$ cat src/rtl/gray_pkg.sv
// Shared Gray-code helpers: binary <-> reflected-binary Gray conversion.
// Both functions work on 32-bit values; narrower counts are zero-extended
// on the way in and truncated on the way out, which leaves the result
// unchanged because the extra upper bits are all zero.
package gray_pkg;

  localparam int unsigned GRAY_MAX_W = 32;

  // Binary to Gray: each Gray bit is the XOR of a binary bit and its upper neighbour.
  function automatic logic [31:0] bin2gray(input logic [31:0] x);
    return x ^ (x >> 1);
  endfunction

  // Gray to binary: prefix XOR running from the MSB downwards.
  function automatic logic [31:0] gray2bin(input logic [31:0] g);
    logic [31:0] b;
    b     = 32'd0;
    b[31] = g[31];
    for (int i = 30; i >= 0; i--) begin
      b[i] = b[i+1] ^ g[i];
    end
    return b;
  endfunction

endpackage

$ cat src/rtl/gray_code_counter.sv
// Free-running W-bit up-counter with a Gray-coded primary output.
// Binary and Gray values are both held in flops so cnt comes straight from
// a register and changes in exactly one bit per increment, making it safe
// to sample from another clock domain. tc flags the step that wraps to 0.
module gray_code_counter
  import gray_pkg::*;
#(
  parameter int unsigned W = 4
) (
  input  logic         clk,
  input  logic         rst_n,
  input  logic         ce,
  output logic [W-1:0] cnt,
  output logic [W-1:0] cnt_bin,
  output logic         tc
);

  localparam logic [W-1:0] ONE_W      = W'(32'd1);
  localparam logic [W-1:0] ZERO_W     = {W{1'b0}};
  localparam logic [W-1:0] ALL_ONES_W = {W{1'b1}};

  logic [W-1:0] bin_r;
  logic [W-1:0] gray_r;
  logic [W-1:0] bin_next_s;
  logic [W-1:0] gray_next_s;
  logic         at_max_s;

  // Next binary value (natural mod 2^W wrap) and its Gray encoding.
  always_comb begin
    bin_next_s  = bin_r + ONE_W;
    gray_next_s = W'(bin2gray(32'(bin_next_s)));
  end

  // Count state: rst_n is an asynchronous, active-high clear with priority over ce.
  always_ff @(posedge clk or posedge rst_n) begin
    if (rst_n) begin
      bin_r  <= ZERO_W;
      gray_r <= ZERO_W;
    end else if (ce) begin
      bin_r  <= bin_next_s;
      gray_r <= gray_next_s;
    end else begin
      bin_r  <= bin_r;
      gray_r <= gray_r;
    end
  end

  // Terminal count: the next enabled edge wraps the count back to zero.
  always_comb begin
    at_max_s = (bin_r == ALL_ONES_W);
    tc       = ce & at_max_s & ~rst_n;
  end

  assign cnt     = gray_r;
  assign cnt_bin = bin_r;

endmodule

$ cat config.mk
export PLATFORM = sky130hd
export DESIGN_NAME = gray_code_counter
export DESIGN_NICKNAME = d
export VERILOG_FILES = /design/src/rtl/gray_pkg.sv /design/src/rtl/gray_code_counter.sv
export SDC_FILE = /design/constraint.sdc
export NUM_CORES = 1
export LEC_CHECK = 0
export CORE_AREA = 2 2 39 41
export DETAILED_ROUTE_END_ITERATION = 8
export DIE_AREA = 0 0 41 43
export PLACE_DENSITY = 0.53
export SLEW_MARGIN = 10
export SYNTH_ARGS = -nofsm -noshare
export SYNTH_HDL_FRONTEND = slang
export SYNTH_SLANG_ARGS = --single-unit
$ cat constraint.sdc
create_clock -name clk -period 1.4 [get_ports clk]
set_clock_uncertainty 0.05 [all_clocks]
set_input_delay 0.42 -clock clk [delete_from_list [all_inputs] [get_ports clk]]
set_output_delay 0.42 -clock clk [all_outputs]
set_load 0.01 [all_outputs]
==> impl_metrics.env <==
export IMPL_cts_buffers=3
export IMPL_worst_slack_ps=-231
export IMPL_final_cell_area_um2=616
export IMPL_drt_antenna_violating_nets=0
export IMPL_slew_headroom_pct=81.8
export IMPL_synthTopCellsByCount="dfrtp_1 (7), xnor2_1 (7), mux2_2 (3), buf_4 (2), nand2_1 (2)"
export IMPL_initial_utilization_pct=25.7
export IMPL_crit_fanout=2
export IMPL_fin_crit_sh_pct=116
export IMPL_crit_arrival_ps=1160
export IMPL_timing_setup_tns_ps=-549
export IMPL_die_area_um2=1760
export IMPL_root_buffer="clkbuf_4"
export IMPL_worst_slew_pin_slew_ps=273
export IMPL_clk_pin_slew_ps=50
export IMPL_place_area_um2=534
export IMPL_overflow=0
export IMPL_syn_cell_area_um2=355
export IMPL_cts_tree="yes"
export IMPL_hpwl_um=537
export IMPL_failed_checks="setup timing"
export IMPL_ios=12
export IMPL_die_w_um=41
export IMPL_setup_viol=4
export IMPL_endpoint="tc"
export IMPL_startpoint="cnt_bin[1]"
export IMPL_grt_pass1_wl_um=1340
export IMPL_end_kind="primary output"
export IMPL_r2r_cells=6
export IMPL_cts_sinks=7
export IMPL_synth_edf_count=0
export IMPL_met3_usage_pct=3.14
export IMPL_irDropWorstVdd_mv=1.15
export IMPL_syn_inst=28
export IMPL_timing_hold_violations_final=0
export IMPL_grt_max_degree=8
export IMPL_cts_htree_levels=1
export IMPL_drt_total_wl_um=804
export IMPL_area_growth_pct=73.2
export IMPL_vias=300
export IMPL_synth_top_area_share_pct=49.3
export IMPL_synth_ff_type="dfrtp_1"
export IMPL_cp_start_kind="register"
export IMPL_busiest_layer="met2"
export IMPL_synthArstFlopShare_pct=100
export IMPL_status="complete, but fails checks"
export IMPL_antenna_found_initial=0
export IMPL_max_freq_mhz=613
export IMPL_synth_top_area_cell="dfrtp_1"
export IMPL_clk_latency_ps=250
export IMPL_grtUsageTotal_pct=12.1
export IMPL_layout_min_cycle_time_ps=1630
export IMPL_port_buffers=11
export IMPL_synth_warnings=0
export IMPL_required_ps=930
export IMPL_r2r_setup_slack_ps=-100
export IMPL_drc=0
export IMPL_place_congestion=0.698
export IMPL_die_y_um=43
export IMPL_worstHoldPathType="primary input to asynchronous set/reset pin"
export IMPL_ys_top_cells_by_area="dfrtp_1 (49%), xnor2_1 (17%), mux2_2 (9.5%)"
export IMPL_cts_hold_buf=0
export IMPL_syn_num_nets=32
export IMPL_leakage_nw=0.289
export IMPL_wire_per_inst_um=11.8
export IMPL_clk_path_buf_depth=2
export IMPL_num_nets_final=57
export IMPL_r2r_end="cnt[1]"
export IMPL_maxCapViolations=0
export IMPL_antenna_cells=0
export IMPL_fp_coreArea_um2=1380
export IMPL_ys_seq_area_share_pct=49.3
export IMPL_row_count=14
export IMPL_ys_types=12
export IMPL_first_pass_iters=2
export IMPL_grt_pass1_vias=320
export IMPL_powerDensity_nw_per_um2=2960
export IMPL_r2r_start="cnt_bin[1]"
export IMPL_drive_gt1_share_pct=59.6
export IMPL_drv_slew=0
export IMPL_vias_per_cell=4.41
export IMPL_gr_usage_met2_pct=18.4
export IMPL_first_iter_violations=4
export IMPL_use_met1_pct=13.2
export IMPL_ys_seq_elements=7
export IMPL_synth_area_per_cell_um2=12.7
export IMPL_critical_path_class="register to primary output"
export IMPL_grt_setup_unrepaired="yes"
[area by class of cell]
class | count | area (um2)
inverters | 1 | 3.75
well taps | 16 | 20.0
multi-input cells | 18 | 205
fillers | 140 | 768
flip-flops and latches | 7 | 176
clock buffers | 4 | 26.3
repair buffers | 22 | 184
[sequential cells by signal, summed over array words and instances (netlist names)]
| signal | flops |
|---|---|
| cnt | 3 |
| cnt_bin | 4 |
[report_power, final]
part           internal, mW  leakage [nW]  switching [mW]
sequential            0.319        0.0811          0.0700
combinational         0.784         0.193           0.467
clock                 0.109        0.0150          0.0724
total                  1.21         0.289           0.609
[worst max-delay path: stages, from the launching register on]
cell,delay (ps)
dfrtp_1,390
buf_6,130
ha_4,160
nand2_4,70
nor3_2,40
buf_2,130
[cell usage in the layout (no fill, tap or decap)]
| cell type | Yosys | layout |
|---|---|---|
| clkdlybuf4s15_1 | 0 | 3 |
| dlygate4sd2_1 | 0 | 2 |
| mux2_2 | 3 | 2 |
| xnor2_2 | 0 | 2 |
| buf_6 | 0 | 5 |
| buf_2 | 0 | 4 |
| dfrtp_2 | 0 | 1 |
| inv_1 | 1 | 1 |
| nand2_4 | 0 | 1 |
| clkbuf_4 | 0 | 3 |
| nor3_2 | 0 | 1 |
| xnor2_1 | 7 | 5 |
| xor2_1 | 1 | 1 |
| nand4_1 | 1 | 1 |
| buf_4 | 2 | 8 |
| dfrtp_1 | 7 | 6 |
| clkbuf_1 | 0 | 1 |
| mux2_4 | 1 | 2 |
| ha_4 | 0 | 1 |
| a21boi_2 | 1 | 1 |
| nand2_1 | 2 | 1 |
[how the worst min path moves through the flow]
stage                     startpoint  cells after the start  slack (ps)    endpoint
after floorplan                rst_n                      1         170      cnt[0]
after global placement        cnt[0]                      1         440      cnt[0]
after detailed placement      cnt[1]                      1         440      cnt[1]
after CTS                      rst_n                      2         210  cnt_bin[2]
after global routing           rst_n                      2         240  cnt_bin[3]
final                          rst_n                      2         210  cnt_bin[2]
[through the flow]
| stage | worst slack [ps] | utilization, % | std cells | power [mW] | hold WS (ps) |
|---|---|---|---|---|---|
| CTS | -231 | 42.7 | 66 | 1.76 | 209 |
| detailed placement | -792 | 38.6 | 59 | 1.43 | 445 |
| global placement | -768 | 38.6 | 59 | 1.42 | 441 |
| global route | -296 | 44.5 | 68 | 1.96 | 244 |
| finish | -231 | 44.5 | 68 | 1.82 | 208 |
| floorplan | -18.5 | - | 28 | 1.02 | 173 |
[logic make-up after synthesis]
kind of cell             after synthesis  synth area share [%]
XOR/XNOR                               8                  19.7
buffers and inverters                  3                  5.28
adder cells (fa/ha/maj)                1                  3.52
AND/OR/NAND/NOR                        4                  5.28
flip-flops                             7                  49.3
multiplexers                           4                  13.7
AO/OA/AOI/OAI                          1                  3.17
[timing repair]
item,4_1_cts,5_1_grt
endpoints found under the setup margin,11,11
setup buffers,3,3
pin swaps,4,1
resized for setup,38,6
[per-layer routing]
layer  vias up  wire length [um]
li1        140                 -
met2         7               452
met4         0                 0
met5         -                 0
met1       153               309
met3         0                42
(Power assumes the default switching activity.)
